===== src/rtl/w5300_init_sequencer.sv =====
// W5300 post-reset configuration sequencer: pulses the chip reset, checks the chip ID, programs
// network identity and memory split, then opens socket 0 in UDP mode over the req/ack register port.
module w5300_init_sequencer #(
  parameter int unsigned CLK_FREQ_MHZ = 100,
  parameter int unsigned RST_HOLD_US  = 2,
  parameter int unsigned RST_WAIT_MS  = 10,
  parameter logic [15:0] TMS01R_VAL   = 16'h2020,
  parameter logic [15:0] RMS01R_VAL   = 16'h2020,
  parameter logic [15:0] MTYPER_VAL   = 16'h00FF,
  parameter logic [15:0] SRC_PORT     = 16'd5000,
  parameter int unsigned POLL_LIMIT   = 1024,
  parameter int unsigned ACK_TIMEOUT  = 255
) (
  input  logic        clk,
  input  logic        rst,
  input  logic        start_i,
  input  logic [47:0] mac_i,
  input  logic [31:0] ipv4_i,
  input  logic [31:0] subnet_i,
  output logic        w5300_rst_n_o,
  output logic        reg_req_o,
  output logic        reg_we_o,
  output logic [9:0]  reg_addr_o,
  output logic [15:0] reg_wdata_o,
  input  logic        reg_ack_i,
  input  logic [15:0] reg_rdata_i,
  output logic        busy_o,
  output logic        done_o,
  output logic        error_o,
  output logic [1:0]  error_code_o
);

  localparam logic [2:0] S_IDLE     = 3'd0;
  localparam logic [2:0] S_HW_RST   = 3'd1;
  localparam logic [2:0] S_HW_WAIT  = 3'd2;
  localparam logic [2:0] S_ISSUE    = 3'd3;
  localparam logic [2:0] S_WAIT_ACK = 3'd4;
  localparam logic [2:0] S_GAP      = 3'd5;
  localparam logic [2:0] S_DONE     = 3'd6;
  localparam logic [2:0] S_ERROR    = 3'd7;

  localparam logic [31:0] HOLD_CYC = 32'(CLK_FREQ_MHZ * RST_HOLD_US);
  localparam logic [31:0] WAIT_CYC = 32'(CLK_FREQ_MHZ * 1000 * RST_WAIT_MS);
  localparam logic [15:0] POLL_MAX = 16'(POLL_LIMIT);
  localparam logic [15:0] ACK_MAX  = 16'(ACK_TIMEOUT);

  localparam logic [4:0] STEP_IDR = 5'd0;
  localparam logic [4:0] STEP_SSR = 5'd16;

  localparam logic [1:0] ERR_ID   = 2'd1;
  localparam logic [1:0] ERR_POLL = 2'd2;
  localparam logic [1:0] ERR_ACK  = 2'd3;

  logic [2:0]  r_state;
  logic [31:0] r_cnt;
  logic [15:0] r_ack_cnt;
  logic [15:0] r_poll_cnt;
  logic [4:0]  r_step;
  logic [47:0] r_mac;
  logic [31:0] r_ipv4;
  logic [31:0] r_subnet;
  logic [23:0] r_gw_hi;
  logic [1:0]  r_err_code;

  logic        w_req;
  logic        w_ack;
  logic        w_we;
  logic [9:0]  w_addr;
  logic [15:0] w_wdata;

  // The request is decoded from state so it drops on the very edge that leaves WAIT_ACK or applies rst.
  assign w_req = (r_state == S_ISSUE) || (r_state == S_WAIT_ACK);
  assign w_ack = w_req && reg_ack_i;

  always_comb begin
    w_we    = 1'b1;
    w_addr  = 10'h000;
    w_wdata = 16'h0000;
    case (r_step)
      5'd0:  begin w_we = 1'b0; w_addr = 10'h0FE; end
      5'd1:  begin w_addr = 10'h008; w_wdata = r_mac[47:32]; end
      5'd2:  begin w_addr = 10'h00A; w_wdata = r_mac[31:16]; end
      5'd3:  begin w_addr = 10'h00C; w_wdata = r_mac[15:0]; end
      5'd4:  begin w_addr = 10'h010; w_wdata = r_gw_hi[23:8]; end
      5'd5:  begin w_addr = 10'h012; w_wdata = {r_gw_hi[7:0], 8'h01}; end
      5'd6:  begin w_addr = 10'h014; w_wdata = r_subnet[31:16]; end
      5'd7:  begin w_addr = 10'h016; w_wdata = r_subnet[15:0]; end
      5'd8:  begin w_addr = 10'h018; w_wdata = r_ipv4[31:16]; end
      5'd9:  begin w_addr = 10'h01A; w_wdata = r_ipv4[15:0]; end
      5'd10: begin w_addr = 10'h020; w_wdata = TMS01R_VAL; end
      5'd11: begin w_addr = 10'h028; w_wdata = RMS01R_VAL; end
      5'd12: begin w_addr = 10'h030; w_wdata = MTYPER_VAL; end
      5'd13: begin w_addr = 10'h200; w_wdata = 16'h0002; end
      5'd14: begin w_addr = 10'h20A; w_wdata = SRC_PORT; end
      5'd15: begin w_addr = 10'h202; w_wdata = 16'h0001; end
      5'd16: begin w_we = 1'b0; w_addr = 10'h208; end
      default: begin w_we = 1'b0; end
    endcase
  end

  assign w5300_rst_n_o = (r_state != S_HW_RST);
  assign reg_req_o     = w_req;
  assign reg_we_o      = w_req && w_we;
  assign reg_addr_o    = w_req ? w_addr : 10'h000;
  assign reg_wdata_o   = (w_req && w_we) ? w_wdata : 16'h0000;
  assign busy_o        = (r_state != S_IDLE) && (r_state != S_DONE) && (r_state != S_ERROR);
  assign done_o        = (r_state == S_DONE);
  assign error_o       = (r_state == S_ERROR);
  assign error_code_o  = r_err_code;

  always_ff @(posedge clk) begin
    if (rst) begin
      r_state    <= S_IDLE;
      r_cnt      <= 32'd0;
      r_ack_cnt  <= 16'd0;
      r_poll_cnt <= 16'd0;
      r_step     <= STEP_IDR;
      r_mac      <= 48'd0;
      r_ipv4     <= 32'd0;
      r_subnet   <= 32'd0;
      r_gw_hi    <= 24'd0;
      r_err_code <= 2'd0;
    end else begin
      case (r_state)
        S_IDLE, S_DONE, S_ERROR: begin
          if (start_i) begin
            r_mac      <= mac_i;
            r_ipv4     <= ipv4_i;
            r_subnet   <= subnet_i;
            r_gw_hi    <= ipv4_i[31:8];
            r_err_code <= 2'd0;
            r_cnt      <= 32'd0;
            r_step     <= STEP_IDR;
            r_poll_cnt <= 16'd0;
            r_state    <= S_HW_RST;
          end
        end
        S_HW_RST: begin
          if (r_cnt == HOLD_CYC - 32'd1) begin
            r_cnt   <= 32'd0;
            r_state <= S_HW_WAIT;
          end else begin
            r_cnt <= r_cnt + 32'd1;
          end
        end
        S_HW_WAIT: begin
          if (r_cnt == WAIT_CYC) begin
            r_ack_cnt <= 16'd0;
            r_state   <= S_ISSUE;
          end else begin
            r_cnt <= r_cnt + 32'd1;
          end
        end
        S_ISSUE, S_WAIT_ACK: begin
          // A zero-latency ack may arrive in the ISSUE cycle itself.
          if (w_ack) begin
            if (r_step == STEP_IDR && reg_rdata_i != 16'h5300) begin
              r_err_code <= ERR_ID;
              r_state    <= S_ERROR;
            end else if (r_step == STEP_SSR) begin
              if (reg_rdata_i[7:0] == 8'h22) begin
                r_state <= S_DONE;
              end else if (r_poll_cnt == POLL_MAX - 16'd1) begin
                r_err_code <= ERR_POLL;
                r_state    <= S_ERROR;
              end else begin
                r_poll_cnt <= r_poll_cnt + 16'd1;
                r_state    <= S_GAP;
              end
            end else begin
              r_step  <= r_step + 5'd1;
              r_state <= S_GAP;
            end
          end else if (r_ack_cnt == ACK_MAX - 16'd1) begin
            r_err_code <= ERR_ACK;
            r_state    <= S_ERROR;
          end else begin
            r_ack_cnt <= r_ack_cnt + 16'd1;
            r_state   <= S_WAIT_ACK;
          end
        end
        S_GAP: begin
          r_ack_cnt <= 16'd0;
          r_state   <= S_ISSUE;
        end
        default: r_state <= S_IDLE;
      endcase
    end
  end

endmodule

===== config.mk =====
export PLATFORM = sky130hd
export DESIGN_NAME = w5300_init_sequencer
export DESIGN_NICKNAME = d
export VERILOG_FILES = /design/src/rtl/w5300_init_sequencer.sv
export SDC_FILE = /design/constraint.sdc
export NUM_CORES = 1
export LEC_CHECK = 0
export CORE_MARGIN = 1
export CORE_UTILIZATION = 53
export CTS_CLUSTER_DIAMETER = 150
export DETAILED_ROUTE_END_ITERATION = 6
export HOLD_SLACK_MARGIN = 0.1
export PLACE_DENSITY = 0.81
export RECOVER_POWER = 50
export SYNTH_ARGS = -nofsm -noshare
export SYNTH_HDL_FRONTEND = slang
export SYNTH_SLANG_ARGS = --single-unit
export TNS_END_PERCENT = 20

===== constraint.sdc =====
create_clock -name clk -period 3.79 [get_ports clk]
set_input_delay 0.758 -clock clk [delete_from_list [all_inputs] [get_ports clk]]
set_output_delay 0.758 -clock clk [all_outputs]
set_load 0.02 [all_outputs]

# Word level (Yosys, flattened, before mapping)
# Cells that the tools add are included.
[word_totals] elab_cells=128 inputBits=132 register_bits=210 out_inout_bits=34
[classes] muxes=43 addsub=4 eq_ne=48 n_reduce_logical=23
[op_table] cell="case mux 16 bit (14 select lines)" count=1
[op_table] cell="case mux 10 bit (17 select lines)" count=1
[op_table] cell="two-way mux 16 bit" count=10
[op_table] cell="two-way mux 32 bit" count=3
[op_table] cell="case mux 32 bit (3 select lines)" count=1
[op_table] cell="case mux 16 bit (3 select lines)" count=1
[op_table] cell="equality test 5 x 4 -> 1 bit (second input constant)" count=8
[op_table] cell="adder 16 x 1 -> 16 bit (second input constant)" count=2
[op_table] cell="adder 32 x 1 -> 32 bit (second input constant)" count=1
[op_table] cell="equality test 32 x 20 -> 1 bit (second input constant)" count=1
[op_table] cell="equality test 32 x 8 -> 1 bit (second input constant)" count=1
[op_table] cell="case mux 16 bit (2 select lines)" count=1
[op_table] cell="!= test 2 bit (second input constant)" count=12
[op_table] cell="equality test 5 x 3 -> 1 bit (second input constant)" count=4
[op_table] cell="two-way mux 2 bit" count=10
[op_table] cell="two-way mux 5 bit" count=4
[op_table] cell="two-way mux 3 bit" count=6
[op_table] cell="equality test 16 x 10 -> 1 bit (second input constant)" count=1
[op_table] cell="equality test 16 x 8 -> 1 bit (second input constant)" count=1
[op_table] cell="!= test 16 x 15 -> 1 bit (second input constant)" count=1
[op_table] cell="case mux 3 bit (5 select lines)" count=1
[op_table] cell="OR reduction 15 bit" count=1
[op_table] cell="equality test 3 bit (second input constant)" count=4
[op_table] cell="!= test 4 bit (second input constant)" count=3
[op_table] cell="other kinds (27)" count=39

# Longest topological paths before layout
[logic_depth] depth_word=7 mapped_depth=9 ltp_nobuf=7

# Worst setup path after synthesis
# OpenSTA, ideal clock, no wires.
[synth_timing] kind="register to output" startpoint="register r_step[3]" endpoint="output port reg_we_o" setup_slack_ns=0.600 arrival_ns=2.432 path_stages_with_launch=10 t_required_ns=3.032 n_path_buf=4 path_cell_list="dfxtp_1 -> clkbuf_1 -> clkbuf_1 -> clkbuf_1 -> and3_1 -> ha_1 -> o21bai_1 -> o31ai_1 -> clkbuf_1 -> inv_1"
[synth_between] elab_chain_len=4 word_cells_on_any_way=18 classes_between="eq/ne (15); mux (1); reduce/logical (2)"
[synth_lines] item="from (decl)" line_no="58" text="logic [4:0] r_step;"
[synth_lines] item="from (signal assigned)" line_no="171" text="r_step <= r_step + 5'd1;"
[synth_lines] item="equality test 5 x 4 -> 1 bit, or another cell as far along" line_no="79" text="case (r_step)"
[synth_lines] item="OR reduction 15 bit (no line) (*)"
[synth_lines] item="two-way mux 1 bit (*)" line_no="79"
[synth_lines] item="logical AND 1 bit (*)" line_no="103" text="assign reg_we_o = w_req && w_we;"
[synth_lines] item="to (decl)" line_no="22" text="output logic reg_we_o,"
# Mark *: on every way between the ends. The rest lies on a longest branch, timed or not.

# Final worst setup path
[layout_timing] startpoint="register r_step[1]" endpoint="output port reg_wdata_o[0]"
[layout_between] elab_chain_len=5 word_cells_on_any_way=21 classes_between="eq/ne (15); mux (3); reduce/logical (3)"
[layout_lines] item="equality test 5 x 4 -> 1 bit, or another cell as far along" line_no="79"
[layout_lines] item="OR reduction 15 bit (no line)"
[layout_lines] item="two-way mux 1 bit" line_no="79"
[layout_lines] item="logical AND 1 bit" line_no="105" text="assign reg_wdata_o = (w_req && w_we) ? w_wdata : 16'h0000;"
[layout_lines] item="two-way mux 16 bit (*)" line_no="105"
[layout_lines] item="to (decl)" line_no="24" text="output logic [15:0] reg_wdata_o,"
# Marked as above.

==> results.sh <==
export IMPL_max_freq_ghz=0.264
export IMPL_initial_core_util_pct=54.3
export IMPL_cts_buffers=17
export IMPL_placed_cells=1501
export IMPL_yosysUniqueCellTypes=68
export IMPL_async_flop_share_pct=0
export IMPL_hold_ws_ns=0.458
export IMPL_nFillCells=1381
export IMPL_synthFlopType="dfxtp_1"
export IMPL_synth_edf_count=0
export IMPL_tns_ns=-0.00349
export IMPL_power_density_nw_per_um2=560
export IMPL_power_switching_mw=2.46
export IMPL_yosysWarnings=0
export IMPL_die_area_um2=17500
export IMPL_ys_ff_latch=186
export IMPL_syn_inst=1172
export IMPL_yosysTopAreaCell="dfxtp_1"
export IMPL_rows=47
export IMPL_crit_required_ns=3.03
export IMPL_grt_pass1_wl_um=42700
export IMPL_grt_setup_unrepaired="true"
export IMPL_area_delta_synth_final_pct=27.6
export IMPL_antenna_found_initial=0
export IMPL_p_leak_nw=4.00
export IMPL_drcViolationCount=0
export IMPL_chipWidth_um=132
export IMPL_maxCapViolCount=1
export IMPL_yosys_cell_count_top_type="nand2_1"
export IMPL_internal_power_mw=3.96
export IMPL_crit_arrival_ns=3.04
export IMPL_grt_pass1_vias=8503
export IMPL_drt_pass1_iterations=6
export IMPL_wl_per_cell_um=17.5
export IMPL_holdPathStages=2
export IMPL_p_comb_share_pct=33.1
export IMPL_min_period_ns=3.79
export IMPL_antennaDiodeCount=0
export IMPL_violations="capacitance limit, slew limit, setup timing"
export IMPL_io_buffers=163
export IMPL_endpoint="reg_wdata_o[0]"
export IMPL_synthTopCellsByArea="dfxtp_1 41%, nand2_1 11%, a21oi_1 9.0%, clkbuf_1 3.1%, nor2_1 2.3%"
export IMPL_cp_end_kind="primary output"
export IMPL_io_pins=166
export IMPL_synth_commonest_cells="270 x nand2_1, 186 x dfxtp_1, 162 x a21oi_1"
export IMPL_finalCritPeriodShare_pct=100
export IMPL_fin_cells=1534
export IMPL_tightest_slew_ns=1.73
export IMPL_vias=9269
export IMPL_hp_class="flop to flop"
export IMPL_slew_violations=49
export IMPL_clk_insertion_delay_late_ns=0.45
export IMPL_worstReg2RegStart="r_state[2]"
export IMPL_dpl_hpwl_um=18900
export IMPL_finalWorstSetupSlack_ns=-0.00349
export IMPL_drtIter0Drc=966
export IMPL_hold_buffers=0
export IMPL_tritoncts="done"
export IMPL_core_um2=16600
export IMPL_rrSetupSlack_ns=0.55
export IMPL_swShare_pct=38.3
export IMPL_cts_reportedPaths_clkPinSlew_ns=0.08
export IMPL_fin_nets=1443
export IMPL_pwr_share_clk_pct=27.7
export IMPL_drtAntennaViolNets=0
export IMPL_layout_drive_gt1_share_pct=6.39
export IMPL_synth_top_area_share_pct=41.4
export IMPL_reg2reg_to="r_ipv4[9]"
export IMPL_ir_drop_v=0.000468
export IMPL_synth_area_um2=9000
export IMPL_clock_skew_ns=0.0112
export IMPL_cts_root_buf="clkbuf_16"
export IMPL_hold_viol=0
export IMPL_gp_congestion=0.948
export IMPL_startpoint_type="flop"
export IMPL_cts_sinks=186
export IMPL_seq_power_share_pct=39.2
export IMPL_yosysSeqAreaShare_pct=41.4
export IMPL_grtUsageTotal_pct=30.6
export IMPL_total_power_mw=6.43
export IMPL_ff2ff_path_depth=5
export IMPL_cp_startpoint="r_step[1]"
export IMPL_crit_type="flop to primary output"
export IMPL_cts_max_path_buffers=2
export IMPL_overflow=0
export IMPL_vias_per_cell=6.04
export IMPL_setup_violations=1
export IMPL_relSlewSlack_pct=-15.4
export IMPL_status="finished with violations"
export IMPL_crit_fanout=16
export IMPL_grt_start_max_net_pins=111
export IMPL_wl_um=26800
export IMPL_avgSynthCellArea_um2=7.68
export IMPL_htreeDepth=4
export IMPL_die_y_um=132
[critical path, stage by stage (launching register included)]
cell and delay (ns):
dfxtp_1 0.37, inv_1 0.12, ha_1 0.26, inv_1 0.13
nor3_2 0.20, buf_4 0.27, a22o_1 0.19, a221oi_1 0.06
a31oi_1 0.32, clkdlybuf4s50_1 0.67
[state kept, by name, summed over array words and instances, names as in the netlist]
name and count:
r_ipv4 32, r_state 3, error_code_o 2, r_poll_cnt 16, r_cnt 32, r_subnet 32, r_mac 48, r_ack_cnt 16
r_step 5
[stage by stage]
stage                     worst slack [ns]  cell area (um^2)  utilization (%)
after floorplan                      0.600              9000                -
after global placement               0.337             10800             65.3
after detailed placement             0.332             10800             65.3
after CTS                          -0.0997             11400             68.9
after global routing                -0.131             11500             69.2
final                             -0.00349             11500             69.2
[repair_timing]
action                                  4_1_cts  5_1_grt
endpoints found under the hold margin         0        0
endpoints found under the setup margin       20       23
gates resized for setup                       2       24
pin swaps                                     0        3
setup buffers                                 0        1
[final cells by class]
| class | instances | area (um^2) | share of cell area, % |
|---|---|---|---|
| inverter | 21 | 78.8 | 0.687 |
| multi-input combinational | 881 | 4930 | 42.9 |
| sequential | 186 | 3730 | 32.5 |
| clock inverter | 15 | 156 | 1.36 |
| clock buffer | 17 | 425 | 3.71 |
| timing repair buffer | 194 | 1890 | 16.4 |
| tap | 220 | 275 | 2.40 |
[power by group through the flow]
| stage | clock network, mW | logic, mW | registers (mW) |
|---|---|---|---|
| 6_report | 1.78 | 2.13 | 2.52 |
| 5_1_grt | 1.88 | 2.32 | 2.55 |
| 4_1_cts | 1.80 | 2.11 | 2.50 |
| 3_5_place_dp | 0 | 2.10 | 2.54 |
| 3_3_place_gp | 0 | 2.07 | 2.53 |
| 2_1_floorplan | 0 | 1.43 | 2.43 |
[worst min-delay path by stage]
stage	endpoint	slack, ns	startpoint
detailed placement	r_subnet[31]	0.45	r_subnet[31]
finish	r_subnet[31]	0.46	r_subnet[31]
floorplan	r_ipv4[17]	0.43	r_ipv4[17]
global placement	r_subnet[31]	0.44	r_subnet[31]
CTS	r_subnet[31]	0.46	r_subnet[31]
global route	r_subnet[16]	0.47	r_subnet[16]
[placed cells by master (no fill, tap or decap), drive strengths merged, types with 11 or more instances in the layout]
cell type,count
a21oi,162
a221oi,18
a222oi,11
a22oi,11
a31oi,20
and3,11
and4,14
buf,29
clkbuf,20
clkdlybuf4s50,148
dfxtp,186
dlymetal6s2s,11
inv,28
mux2i,11
nand2,270
nand3,34
nand4,24
nor2,56
nor3,19
nor4,14
o21ai,39
o31ai,11
or3,24
xnor2,11
[cells by family (layout without fill, tap and decap cells)]
kind of cell | after synthesis | after routing | share of synthesized area (%)
and+or+nand+nor | 519 | 519 | 27.5
DFF | 186 | 186 | 41.4
AOI/OAI and AO/OA | 316 | 316 | 21.5
muxes | 13 | 13 | 1.47
other | 1 | 2 | 0.0417
xor gates and xnor gates | 21 | 21 | 2.04
buffers and inverters | 106 | 247 | 4.66
adders and majority gates | 10 | 10 | 1.39
[layer usage]
layer  share of wire, %  vias to the layer above  global-route usage [%]
met5                  0                        -                       0
met2                 47                      400                    50.1
met4                2.6                        0                    12.7
met3                7.4                       58                    5.96
li1                   -                     4476                       -
met1                 43                     4335                    39.4
Note: power is estimated with default switching activity, not from simulation.
